[src/rtl/bus_timer_pkg.sv]
// Shared definitions for the memory-mapped bus timer: register map, CTRL
// field layout, mode codes and FSM state encoding.
package bus_timer_pkg;

    localparam int unsigned BUS_W  = 32;
    localparam int unsigned ADDR_W = 2;
    localparam int unsigned CTRL_W = 4;

    // Word offsets within the timer window (bus address [3:2])
    localparam logic [ADDR_W-1:0] ADDR_CTRL   = 2'd0;
    localparam logic [ADDR_W-1:0] ADDR_PRESET = 2'd1;
    localparam logic [ADDR_W-1:0] ADDR_COUNT  = 2'd2;

    // CTRL bit positions
    localparam int unsigned CTRL_EN_BIT   = 0;
    localparam int unsigned CTRL_MODE_LSB = 1;
    localparam int unsigned CTRL_MODE_MSB = 2;
    localparam int unsigned CTRL_IM_BIT   = 3;

    // Mode codes; the two undefined codes fall back to one-shot
    localparam logic [1:0] MODE_ONESHOT = 2'b00;
    localparam logic [1:0] MODE_RELOAD  = 2'b01;

    typedef enum logic [1:0] {
        ST_IDLE = 2'd0,
        ST_LOAD = 2'd1,
        ST_CNT  = 2'd2,
        ST_INT  = 2'd3
    } state_t;

    // Stored CTRL image; packed order matches the bus bit layout [3:0]
    typedef struct packed {
        logic       im;
        logic [1:0] mode;
        logic       en;
    } ctrl_t;

    // Collapse the raw MODE field onto the two behaviours the timer has
    function automatic logic [1:0] eff_mode(input logic [1:0] mode);
        return (mode == MODE_RELOAD) ? MODE_RELOAD : MODE_ONESHOT;
    endfunction

endpackage

[src/rtl/bus_timer_if.sv]
// Data-bus slice seen by the timer: word offset, write strobe/data,
// combinational read data and the interrupt request back to the CPU.
interface bus_timer_if;
    import bus_timer_pkg::*;

    logic [ADDR_W-1:0] addr;
    logic              we;
    logic [BUS_W-1:0]  din;
    logic [BUS_W-1:0]  dout;
    logic              irq;

    // CPU / address-decoder side
    modport master (
        output addr,
        output we,
        output din,
        input  dout,
        input  irq
    );

    // Timer side
    modport slave (
        input  addr,
        input  we,
        input  din,
        output dout,
        output irq
    );

endinterface

[src/rtl/bus_timer_fsm.sv]
// Timer sequencer: IDLE/LOAD/CNT/INT state register, COUNT down-counter and
// the terminal-count interrupt flag. CTRL itself lives in the register file;
// this block only requests that EN be cleared at one-shot terminal count.
module bus_timer_fsm
    import bus_timer_pkg::*;
#(
    parameter int unsigned CNT_W = 32
) (
    input  logic             clk,
    input  logic             rst,
    input  logic             en_i,
    input  logic [1:0]       mode_i,
    input  logic             ctrl_wr_i,
    input  logic [CNT_W-1:0] preset_i,
    output logic [CNT_W-1:0] count_o,
    output logic             int_flag_o,
    output logic             en_clr_c_o
);

    state_t             state_q, state_d;
    logic [CNT_W-1:0]   count_q, count_d;
    logic               int_flag_q, int_flag_d;
    logic               reload_c;

    assign reload_c   = (eff_mode(mode_i) == MODE_RELOAD);
    assign count_o    = count_q;
    assign int_flag_o = int_flag_q;

    // State, counter and flag registers
    always_ff @(posedge clk or negedge rst) begin
        if (!rst) begin
            state_q    <= ST_IDLE;
            count_q    <= '0;
            int_flag_q <= 1'b0;
        end else begin
            state_q    <= state_d;
            count_q    <= count_d;
            int_flag_q <= int_flag_d;
        end
    end

    // Next-state, counter update and flag set/clear
    always_comb begin
        state_d    = state_q;
        count_d    = count_q;
        int_flag_d = int_flag_q;
        en_clr_c_o = 1'b0;

        case (state_q)
            ST_IDLE: begin
                if (en_i) begin
                    state_d = ST_LOAD;
                end
            end
            ST_LOAD: begin
                if (!en_i) begin
                    state_d = ST_IDLE;
                end else begin
                    count_d = preset_i;
                    state_d = ST_CNT;
                end
            end
            ST_CNT: begin
                if (!en_i) begin
                    state_d = ST_IDLE;
                end else if (count_q == '0) begin
                    // Flag and EN clear take effect on entry so irq lines up with INT
                    state_d    = ST_INT;
                    int_flag_d = 1'b1;
                    en_clr_c_o = !reload_c;
                end else begin
                    count_d = count_q - CNT_W'(1);
                end
            end
            ST_INT: begin
                if (reload_c) begin
                    int_flag_d = 1'b0;
                    state_d    = en_i ? ST_LOAD : ST_IDLE;
                end else begin
                    state_d = ST_IDLE;
                end
            end
            default: begin
                state_d = ST_IDLE;
            end
        endcase

        // A CPU write to CTRL always acknowledges the interrupt, even at terminal count
        if (ctrl_wr_i) begin
            int_flag_d = 1'b0;
        end
    end

endmodule

[src/rtl/bus_timer.sv]
// Memory-mapped programmable down-counter timer: CTRL/PRESET register file,
// write decode and read mux, with the sequencer in bus_timer_fsm.
module bus_timer
    import bus_timer_pkg::*;
#(
    parameter int unsigned CNT_W = 32
) (
    input  logic        clk,
    input  logic        rst,
    bus_timer_if.slave  bus
);

    ctrl_t              ctrl_q, ctrl_d;
    logic [CNT_W-1:0]   preset_q, preset_d;
    logic [CNT_W-1:0]   count;
    logic               int_flag;
    logic               en_clr_c;
    logic               ctrl_wr_c;
    logic               preset_wr_c;

    assign ctrl_wr_c   = bus.we && (bus.addr == ADDR_CTRL);
    assign preset_wr_c = bus.we && (bus.addr == ADDR_PRESET);

    // Register file
    always_ff @(posedge clk or negedge rst) begin
        if (!rst) begin
            ctrl_q   <= '0;
            preset_q <= '0;
        end else begin
            ctrl_q   <= ctrl_d;
            preset_q <= preset_d;
        end
    end

    // Write decode; a CPU CTRL write overrides the sequencer's EN clear
    always_comb begin
        ctrl_d   = ctrl_q;
        preset_d = preset_q;

        if (en_clr_c) begin
            ctrl_d.en = 1'b0;
        end
        if (ctrl_wr_c) begin
            ctrl_d.en   = bus.din[CTRL_EN_BIT];
            ctrl_d.mode = bus.din[CTRL_MODE_MSB:CTRL_MODE_LSB];
            ctrl_d.im   = bus.din[CTRL_IM_BIT];
        end
        if (preset_wr_c) begin
            preset_d = bus.din[CNT_W-1:0];
        end
    end

    // Read mux, zero-extended to the bus width
    always_comb begin
        bus.dout = '0;
        case (bus.addr)
            ADDR_CTRL:   bus.dout = BUS_W'(CTRL_W'(ctrl_q));
            ADDR_PRESET: bus.dout = BUS_W'(preset_q);
            ADDR_COUNT:  bus.dout = BUS_W'(count);
            default:     bus.dout = '0;
        endcase
    end

    assign bus.irq = ctrl_q.im & int_flag;

    bus_timer_fsm #(
        .CNT_W (CNT_W)
    ) u_fsm (
        .clk        (clk),
        .rst        (rst),
        .en_i       (ctrl_q.en),
        .mode_i     (ctrl_q.mode),
        .ctrl_wr_i  (ctrl_wr_c),
        .preset_i   (preset_q),
        .count_o    (count),
        .int_flag_o (int_flag),
        .en_clr_c_o (en_clr_c)
    );

endmodule

[src/flat_wrapper.sv]
// flat-port wrapper written by rule: the top's interface ports become plain ports
module bus_timer_flat import bus_timer_pkg::*;
#(
    parameter int unsigned CNT_W = 32
)
  (clk, rst, bus_addr, bus_we, bus_din, bus_dout, bus_irq);
  bus_timer_if bus_i ();
  input  logic clk;
  input  logic rst;
  input wire logic [$bits(bus_i.addr)-1:0] bus_addr;
  input wire logic [$bits(bus_i.we)-1:0] bus_we;
  input wire logic [$bits(bus_i.din)-1:0] bus_din;
  output wire logic [$bits(bus_i.dout)-1:0] bus_dout;
  output wire logic [$bits(bus_i.irq)-1:0] bus_irq;
  assign bus_i.addr = bus_addr;
  assign bus_i.we = bus_we;
  assign bus_i.din = bus_din;
  assign bus_dout = bus_i.dout;
  assign bus_irq = bus_i.irq;
  bus_timer #(.CNT_W(CNT_W)) u_core (.clk(clk), .rst(rst), .bus(bus_i));
endmodule
[config.mk]
export PLATFORM = sky130hd
export DESIGN_NAME = bus_timer_flat
export DESIGN_NICKNAME = d
export VERILOG_FILES = /design/src/rtl/bus_timer_pkg.sv /design/src/rtl/bus_timer_if.sv /design/src/rtl/bus_timer_fsm.sv /design/src/rtl/bus_timer.sv /design/src/flat_wrapper.sv
export SDC_FILE = /design/constraint.sdc
export NUM_CORES = 1
export LEC_CHECK = 0
export CAP_MARGIN = 10
export CORE_AREA = 2 2 92 94
export DETAILED_ROUTE_END_ITERATION = 10
export DIE_AREA = 0 0 94 96
export PLACE_DENSITY = 0.84
export SETUP_SLACK_MARGIN = 0.02
export SYNTH_ARGS = -nofsm -noshare
export SYNTH_HDL_FRONTEND = slang
export SYNTH_HIERARCHICAL = 1
export SYNTH_SLANG_ARGS = --single-unit
[constraint.sdc]
create_clock -name clk -period 3.3 [get_ports clk]
set_clock_uncertainty 0.2 [all_clocks]
set_input_delay 0.33 -clock clk [delete_from_list [all_inputs] [get_ports clk]]
set_output_delay 0.33 -clock clk [all_outputs]
set_load 0.02 [all_outputs]
### Word level (Yosys, flattened, before mapping)

Index checks and enable logic that the tools add are counted.

* add/subtract/negate cells: 1
* multiply operators: 0
* divide/modulo/power cells: 0
* $lt $le $gt $ge: 0
* equality and inequality tests: 15
* shifts and indexed selects: 0
* muxes and demuxes: 23
* bitwise logic cells: 1
* reductions and logical operators: 12

Operator list (number)
* 32-bit two-way mux: 3
* 32-bit case mux with 3 select lines: 1
* 32-bit case mux with 2 select lines: 1
* 32-bit zero test: 1
* 32-bit by 1-bit subtractor with 32-bit output (second input constant): 1
* 1-bit two-way mux: 12
* 2-bit two-way mux: 4
* 2-bit case mux with 4 select lines: 1
* 4-bit AND reduction: 2
* 2-bit by 1-bit == test with 1-bit output (second input constant): 3
* 2-bit == test (second input constant): 3
* 2-bit by 1-bit inequality test with 1-bit output (second input constant): 3
* 3-bit by 2-bit inequality test with 1-bit output (second input constant): 2
* 2-bit zero test: 2
* 2-bit nonzero test: 2
* 3-bit by 1-bit inequality test with 1-bit output (second input constant): 1
* 3-bit inequality test (second input constant): 1
* 3-bit nonzero test: 1
* 1-bit logical AND: 2
* 2-bit inequality test (second input constant): 1
* 1-bit case mux with 2 select lines: 1
* 2-bit AND reduction: 1
* 1-bit bitwise AND: 1
* 1-bit == test (second input constant): 1
* 1-bit zero test: 1

* bits in registers: 71
* latch bits: 0
* RAM bits: 0
* bits in read-only memories: 0
* output and inout bits: 33
* logic and storage cells: 59
* memories kept: 0

### Longest topological paths before layout

Gate-level depths: netlist (run 1).

* depth after elaboration: 9
* mapped depth: 8

### By module

The synthesis (run 1) kept the hierarchy.

Modules (own cells, without submodules)
* bus_timer_fsm: instances 1, cells each 286, area an instance 2367.3 sq um, seq. area each 875.8 sq um
* bus_timer: instances 1, cells each 126, area an instance 1901.8 sq um, seq. area each 900.9 sq um

### Worst setup path before layout (run 1)

No wires, ideal clock.

* path kind: register -> register
* start: register u_core.u_fsm.count_q[0] (netlist: u_core/u_fsm/count_o[0])
* end: register u_core/ctrl_q[0] (netlist name)
* library setup time: 0.125 ns
* arrival time: 2.369 ns
* data required time: 2.975 ns
* setup slack: 0.606 ns
* stages on the path, launching flop included: 9
* buffers on the path: 0
* clock period less this slack: 2.694 ns
* path through: dfrtp_1 inv_1 ha_1 or3b_2 nor4_1 nand3_1 nor4_1 nor2b_1 mux2_2

* word-level cells in the longest chain between the ends: 5

RTL lines
* start: declaration: line bus_timer_fsm.sv:21 `logic [CNT_W-1:0] count_q, count_d;`
* start signal: assignment: line bus_timer_fsm.sv:37 `count_q <= count_d;`
* 32-bit zero test: line bus_timer_fsm.sv:66 `end else if (count_q == '0) begin`
* 1-bit two-way mux: line bus_timer_fsm.sv:66
* 1-bit two-way mux: line bus_timer_fsm.sv:64 `if (!en_i) begin`
* 1-bit two-way mux: line bus_timer_fsm.sv:49 `case (state_q)`
* named net u_core.en_clr_c: line bus_timer.sv:17 `logic en_clr_c;`
* 2-bit nonzero test (no line)
* end signal: assignment: line bus_timer.sv:30 `ctrl_q <= ctrl_d;`
* end: declaration: line bus_timer.sv:13 `ctrl_t ctrl_q, ctrl_d;`

The timed path passes the listed nets, and every way through them passes these cells.
A chain may end at the register's enable or synchronous reset.

### Worst setup path in the final report (run 1)

* start: register u_core.u_fsm.count_q[20] (netlist: u_core/u_fsm/count_o[20])
* end: register u_core.u_fsm.count_q[10] (netlist: u_core/u_fsm/count_o[10])

* word-level cells in the longest chain between the ends: 3

RTL lines (line)
* 32-bit zero test: bus_timer_fsm.sv:66
* 2-bit inequality test (no line)
* 4-bit AND reduction (no line)

No other way between the ends.

==> results.rst, run 1 <==
.. list-table::
   :header-rows: 1

   * - Metric
     - Value
   * - Setup slack, reg-to-reg
     - 370 ps
   * - CP Launch Type
     - register
   * - Fraction of layout cells with a size suffix above 1
     - 18.3%
   * - DRC errors left
     - 0
   * - Drt pass-1 iters
     - 5
   * - Library cells used by synthesis
     - 60
   * - Initial antenna violation count
     - 0
   * - Number of clock sinks
     - 71
   * - R2r worst-path depth
     - 6
   * - Number of diodes added for antenna fixing
     - 0
   * - GRT Util Overall
     - 24.4%
   * - WHS Endpoint
     - u_core/u_fsm/int_flag_o
   * - Slew headroom
     - 51.9%
   * - Number of instances in the synthesized netlist
     - 412
   * - Die Wd
     - 94 um
   * - Number of standard cells in the final layout excluding fillers
     - 587
   * - Global route total overflow
     - 0
   * - Initial core utilization
     - 53.0%
   * - Filler cells
     - 653
   * - Flip-flop and latch count after synthesis
     - 71
   * - Net count reported at finish
     - 517
   * - Power density over cell area
     - 711 nW/um2
   * - Top_reg_cell synth
     - dfrtp_1
   * - Cell area after technology mapping
     - 4270 um2
   * - Post-DR vias/cell
     - 6.27
   * - Dpl hpwl
     - 7220 um
   * - Largest cells by area after synthesis
     - dfrtp_1 (42%), mux2_4 (11%), a22o_1 (6.8%)
   * - Crit-path max FO
     - 18
   * - Worst ir drop on vdd
     - 0.342 mV
   * - Launch point of the worst reg-to-reg path
     - u_core/u_fsm/count_o[20]
   * - Total area of multi-input combinational cells
     - 2290 um2
   * - Synth async-reset ratio
     - 100%
   * - Count of buffers added by post-CTS timing repair for setup
     - 0
   * - Cell count after placement
     - 572
   * - Count of standard-cell rows
     - 33
   * - Worst reg2reg path endpoint
     - u_core/u_fsm/count_o[10]
   * - Setup TNS after final layout
     - 0 ps
   * - Core box area
     - 8050 um2
   * - Switching share of power
     - 39.4%
   * - Category of the most critical setup path
     - register to register
   * - Worst min-delay path startpoint
     - u_core/u_fsm/int_flag_o
   * - Type of element capturing the critical path
     - register
   * - Number of instances resized during post-cts repair
     - 0
   * - Area of the die
     - 9020 um2
   * - Via count of the first global-routing pass
     - 3,542
   * - Slew Viols, Final
     - 0
   * - Average wire length per cell after detail routing
     - 18.2 um
   * - Area Overhead vs Synth
     - 23.1%
   * - Switching power
     - 1.47 mW
   * - Hold depth
     - 1
   * - # port buffers
     - 69
   * - Largest net degree at the start of global routing
     - 72
   * - Critical path data required time
     - 3360 ps
   * - Max Clk Rate
     - 0.341 GHz
   * - Cell Int Power
     - 2.26 mW
   * - Count of vias placed by the detailed router
     - 3,678
   * - Number of CTS-inserted buffers
     - 9
   * - Endpoint arrival time on the critical path
     - 2990 ps
   * - Number of DRC markers in iteration 0
     - 226
   * - Leakage Power
     - 2.17 nW
   * - Share of power burned in combinational logic
     - 40.5%
   * - Result of the run
     - finished clean
   * - Post-synthesis net count
     - 450
   * - Flip-flop and latch area
     - 1780 um2
   * - Final hold violation count
     - 0
   * - Setup repair after global routing missed its margin
     - false
   * - Count of flip-flops with a built-in enable after synthesis
     - 0
   * - CTS H-tree lvls
     - 3
   * - Worst-case clock buffer depth
     - 2
   * - Number of warnings printed during yosys synthesis
     - 6
   * - Height of the die
     - 96 um
   * - Number of top-level pins
     - 70
   * - Buffer cell driving the clock tree root
     - clkbuf_8
   * - Final count of negative-setup-slack endpoints
     - 0
   * - Top cell type by total area after synthesis
     - dfrtp_1
   * - Final critical-path required period
     - 2930 ps
   * - Worst-path clk slew
     - 70 ps
   * - Portion of the clock cycle consumed by the worst path in the final layout
     - 88.8%
   * - Proportion of power drawn by flip-flops and latches
     - 41.6%
   * - Post-Synthesis Mean Instance Area
     - 10.4 um2
   * - Tightest Hold Check Type
     - register to register
   * - First-pass GRT wire length
     - 17,400 um
   * - Register area share after synthesis
     - 41.6%
   * - Gp weighted congestion
     - 0.922
   * - Tightest Pin Transition
     - 721 ps
   * - Later-pin clock latency in the skew report
     - 340 ps
   * - CTS tree
     - built
   * - Total length of routed wires
     - 10,700 um
   * - ANT nets after route
     - 0
   * - Portion of total power attributed to the clock network
     - 17.9%
   * - Area fraction of the dominant cell type after synthesis
     - 41.6%
   * - MaxCap Viol Count
     - 0
## Yosys cell counts, drive strengths merged, types with 10 or more instances
cell type / n
dfrtp: 71
mux2: 36
a22o: 33
nand2: 30
nor2: 26
o21ai: 25
a21oi: 20
buf: 20
clkbuf: 12
nand3: 11
nor4: 11
nor3: 10
## placed cells by master (no fill, tap or decap), types with 3 or more instances in the layout
cell type	instances
o22a_1	3
clkbuf_8	10
a2bb2oi_1	7
o2bb2ai_1	5
buf_4	16
and3_1	3
inv_1	4
nand4_1	3
o31ai_1	4
nor2_1	26
o21ai_0	20
nor4_1	9
clkdlybuf4s50_1	68
dfrtp_1	71
or3_1	7
o22ai_1	6
o21ai_1	3
nor2b_1	4
nand3_1	11
mux2_4	30
mux2i_1	5
or4_1	8
o21a_1	3
mux2_2	6
a31oi_1	6
a22o_1	33
nand2_1	29
nor3_1	10
nor2b_2	3
a32o_1	3
a21oi_1	20
## critical path: stages, from the launching register on
cell and delay (ps):
dfrtp_1 450, or4_1 670, or3_4 430, o31a_1 550, buf_4 310, o21ai_1 110
o2bb2ai_1 140
## power groups by stage
stage	Combinational [mW]	Clock [mW]	Sequential (mW)
floorplan	1.11	0	1.42
global placement	1.46	0	1.54
detailed placement	1.50	0	1.55
CTS	1.51	0.683	1.54
global route	1.65	0.718	1.60
finish	1.51	0.668	1.55
## logic make-up after synthesis
family          count (synthesis)  synth area share [%]
simple gates                  131                  17.1
mux                            41                  13.3
compound gates                131                  22.7
fa+ha+maj                       1                 0.293
flops                          71                  41.6
buf+inv                        37                  5.01
## state kept, by name (all words and copies together) (netlist names)
name	flops
u_core/u_fsm/state_q	2
u_core/u_fsm/count_o	32
u_core/u_fsm/int_flag_o	1
u_core/ctrl_q	4
u_core/preset_q	32
## worst max-delay path by stage
stage,start,end,slack [ps],depth (start not counted)
after CTS,u_core/u_fsm/count_o[20],u_core/u_fsm/count_o[11],400,5
after floorplan,u_core/u_fsm/count_o[0],u_core/ctrl_q[0],610,8
after detailed placement,u_core/u_fsm/count_o[20],u_core/u_fsm/count_o[11],430,5
after global placement,u_core/u_fsm/count_o[20],u_core/u_fsm/count_o[0],480,6
final,u_core/u_fsm/count_o[20],u_core/u_fsm/count_o[10],370,6
after global routing,u_core/u_fsm/count_o[20],u_core/u_fsm/count_o[3],250,6
## per-layer routing
layer	wire, um	track usage (%)
met1	4720	33.5
met2	5100	39.6
met3	725	5.32
met4	121	6.28
met5	0	0
## cell type report
cell class / count / area share, %
clock inverter: 4 / 0.905
inverter: 5 / 0.357
clock buffer: 10 / 2.62
multi-input combinational: 304 / 43.5
timing repair buffer: 88 / 16.3
sequential: 71 / 33.8
tap: 105 / 2.50
## stage by stage
stage / total power, mW / instance area [um2] / util [%] / setup slack, ps / hold WS (ps)
after floorplan: 2.53 / 4270 / - / 606 / -166
after global placement: 3.00 / 5060 / 62.8 / 484 / 188
after detailed placement: 3.05 / 5060 / 62.8 / 427 / 187
after CTS: 3.73 / 5250 / 65.3 / 405 / 313
after global routing: 3.97 / 5250 / 65.3 / 248 / 340
final: 3.74 / 5250 / 65.3 / 371 / 311
## timing repair
item | CTS | global route
setup endpoints to repair | 0 | 0
hold buffers | 1 | 0
endpoints found under the hold margin | 71 | 0
No activity file was read; power rests on OpenSTA's default activity.
==> inputs of run 2 (changes only) <==
- PLACE_DENSITY: 0.84 -> not set
- PLACE_DENSITY_LB_ADDON: not set -> 0.08
==> results.rst, run 2 (synthesized netlist as in run 1, its figures left out) <==
.. list-table::
   :header-rows: 1

   * - Metric
     - Value
   * - Result of the run
     - finished clean
   * - Final count of negative-setup-slack endpoints
     - 0 (unchanged)
   * - Core box area
     - 8050 um2 (unchanged)
   * - Largest net degree at the start of global routing
     - 46 (-36%)
   * - Final hold violation count
     - 0 (unchanged)
   * - Via count of the first global-routing pass
     - 3,577 (+0.99%)
   * - Post-DR vias/cell
     - 6.14 (-2.0%)
   * - Buffer cell driving the clock tree root
     - clkbuf_8
   * - Slowest CP cell
     - or4_1
   * - Number of diodes added for antenna fixing
     - 0 (unchanged)
   * - CTS tree
     - built
   * - Filler cells
     - 658 (+0.77%)
   * - Fraction of layout cells with a size suffix above 1
     - 18.6% (+0.34 points)
   * - Number of DRC markers in iteration 0
     - 212 (-6.2%)
   * - Highest-count cells in the layout ignoring fill and taps
     - dfrtp_1 (71), clkdlybuf4s50_1 (68), a22o_1 (33)
   * - Number of top-level pins
     - 70 (unchanged)
   * - GRT Util Overall
     - 25.5% (+1.1 points)
   * - CP Launch Type
     - register
   * - Dpl hpwl
     - 7430 um (+3.0%)
   * - Tightest hold margin
     - 301 ps (-10.2 ps)
   * - Tightest Pin Transition
     - 782 ps (+61.2 ps)
   * - Worst ir drop on vdd
     - 0.425 mV (+24%)
   * - Gp weighted congestion
     - 0.941 (+2.1%)
   * - Count of vias placed by the detailed router
     - 3,616 (-1.7%)
   * - Later-pin clock latency in the skew report
     - 360 ps (+20 ps)
   * - Max Clk Rate
     - 0.339 GHz (-0.74%)
   * - Height of the die
     - 96 um (unchanged)
   * - # port buffers
     - 69 (unchanged)
   * - Worst-path clk slew
     - 80 ps (about the same)
   * - Initial antenna violation count
     - 0 (unchanged)
   * - Net count reported at finish
     - 517 (unchanged)
   * - Cell count after placement
     - 572 (unchanged)
   * - Area Overhead vs Synth
     - 23.3%
   * - Number of clock sinks
     - 71 (unchanged)
   * - Die Wd
     - 94 um (unchanged)
   * - Tightest Hold Check Type
     - register to register
   * - Number of standard cells in the final layout excluding fillers
     - 589 (+0.34%)
   * - Drt pass-1 iters
     - 5 (unchanged)
   * - Power density over cell area
     - 718 nW/um2 (+1.0%)
   * - ANT nets after route
     - 0 (unchanged)
   * - Initial core utilization
     - 53.0% (unchanged)
   * - Crit-path max FO
     - 19 (+1)
   * - Leakage Power
     - 2.16 nW (-0.28%)
   * - Number of CTS-inserted buffers
     - 9 (unchanged)
   * - Global route total overflow
     - 0 (unchanged)
   * - DRC errors left
     - 0 (unchanged)
   * - Average wire length per cell after detail routing
     - 18.5 um (+2.0%)
   * - Count of standard-cell rows
     - 33 (unchanged)
   * - Final critical-path required period
     - 2950 ps (+21.9 ps)
   * - Category of the most critical setup path
     - register to register
   * - Largest stage delay on the critical path
     - 660 ps (about the same)
   * - Setup repair after global routing missed its margin
     - false
   * - Endpoint arrival time on the critical path
     - 3010 ps (+20 ps)
   * - CTS H-tree lvls
     - 3 (unchanged)
   * - First-pass GRT wire length
     - 18,000 um (+3.4%)
   * - MaxCap Viol Count
     - 0 (unchanged)
   * - Type of element capturing the critical path
     - register
   * - Worst-case clock buffer depth
     - 2 (unchanged)
   * - Most common cell after layout, fill and taps aside
     - dfrtp_1
   * - Cell Chain, Critical Path
     - or4_1 -> or3_4 -> o31a_1 -> buf_4 -> a32o_1
   * - Area of the die
     - 9020 um2 (unchanged)
   * - Slew headroom
     - 47.9% (-4.1 points)
   * - Setup TNS after final layout
     - 0 ps (unchanged)
   * - Count of buffers added by post-CTS timing repair for setup
     - 0 (unchanged)
   * - Critical path data required time
     - 3350 ps (about the same)
   * - Slew Viols, Final
     - 0 (unchanged)
   * - Total length of routed wires
     - 10,900 um (+2.4%)
   * - Portion of the clock cycle consumed by the worst path in the final layout
     - 89.4% (+0.66 points)
   * - PnR Total Power
     - 3.78 mW (+1.2%)
-- run 2: changes by cell type in the layout (fill, tap and decap cells not counted), sizes merged --
cell	delta
inv	+1
clkinvlp	+3
clkinv	-2
-- run 2: cell type report --
cell class | count | area [um2] | share of cell area [%]
flip-flops and latches | 71 | 1780 | 33.8
multi-input cells | 304 | 2290 | 43.4
well taps | 105 | 131 | 2.50
repair buffers | 88 | 843 | 16.0
clock buffers | 10 | 138 | 2.62
inverters | 5 | 18.8 | 0.357
clock inverters | 6 | 68.8 | 1.31
-- run 2: path summary, 6_finish.rpt --
kind                                               start                       end  slack, ps  depth (start not counted)
worst min register to register   u_core/u_fsm/int_flag_o   u_core/u_fsm/int_flag_o        300                          1
worst max register to register  u_core/u_fsm/count_o[20]  u_core/u_fsm/count_o[22]        350                          5
worst min-delay path             u_core/u_fsm/int_flag_o   u_core/u_fsm/int_flag_o        300                          1
worst max-delay path            u_core/u_fsm/count_o[20]  u_core/u_fsm/count_o[22]        350                          5
min in group asynchronous                            rst        u_core/preset_q[2]        340                          2
max in group asynchronous                            rst       u_core/preset_q[15]       1900                          3
-- run 2: critical path, delay by kind of cell (launching register included) --
kind | cells | cell delay, ps
AND/OR/NAND/NOR | 2 | 1090
AO/OA/AOI/OAI | 2 | 780
flip-flops | 1 | 460
buffers and inverters | 1 | 310
-- run 2: routing by layer --
layer | wire, um | part of all wire (%) | track usage, %
met4 | 148 | 1.4 | 7.00
met1 | 5010 | 46 | 34.6
met2 | 5150 | 47 | 41.3
met5 | 0 | 0 | 0
met3 | 606 | 5.6 | 5.95
-- run 2: metrics by stage --
| stage | instance area, um2 | utilization (%) | setup slack [ps] |
|---|---|---|---|
| 2_1_floorplan | 4270 | - | 606 |
| 3_3_place_gp | 5050 | 62.7 | 440 |
| 3_5_place_dp | 5050 | 62.7 | 380 |
| 4_1_cts | 5260 | 65.4 | 381 |
| 5_1_grt | 5260 | 65.4 | 240 |
| 6_report | 5260 | 65.4 | 349 |
-- run 2: timing repair --
item,in CTS,in global routing
hold buffers,1,0
endpoints found under the hold margin,26,0
gates resized for setup,0,0
-- run 2: where the power goes --
group / leakage, nW / total, mW / switching (mW) / internal [mW]
clock network: 0.0912 / 0.719 / 0.348 / 0.372
logic: 1.23 / 1.51 / 0.764 / 0.744
registers: 0.847 / 1.55 / 0.399 / 1.15
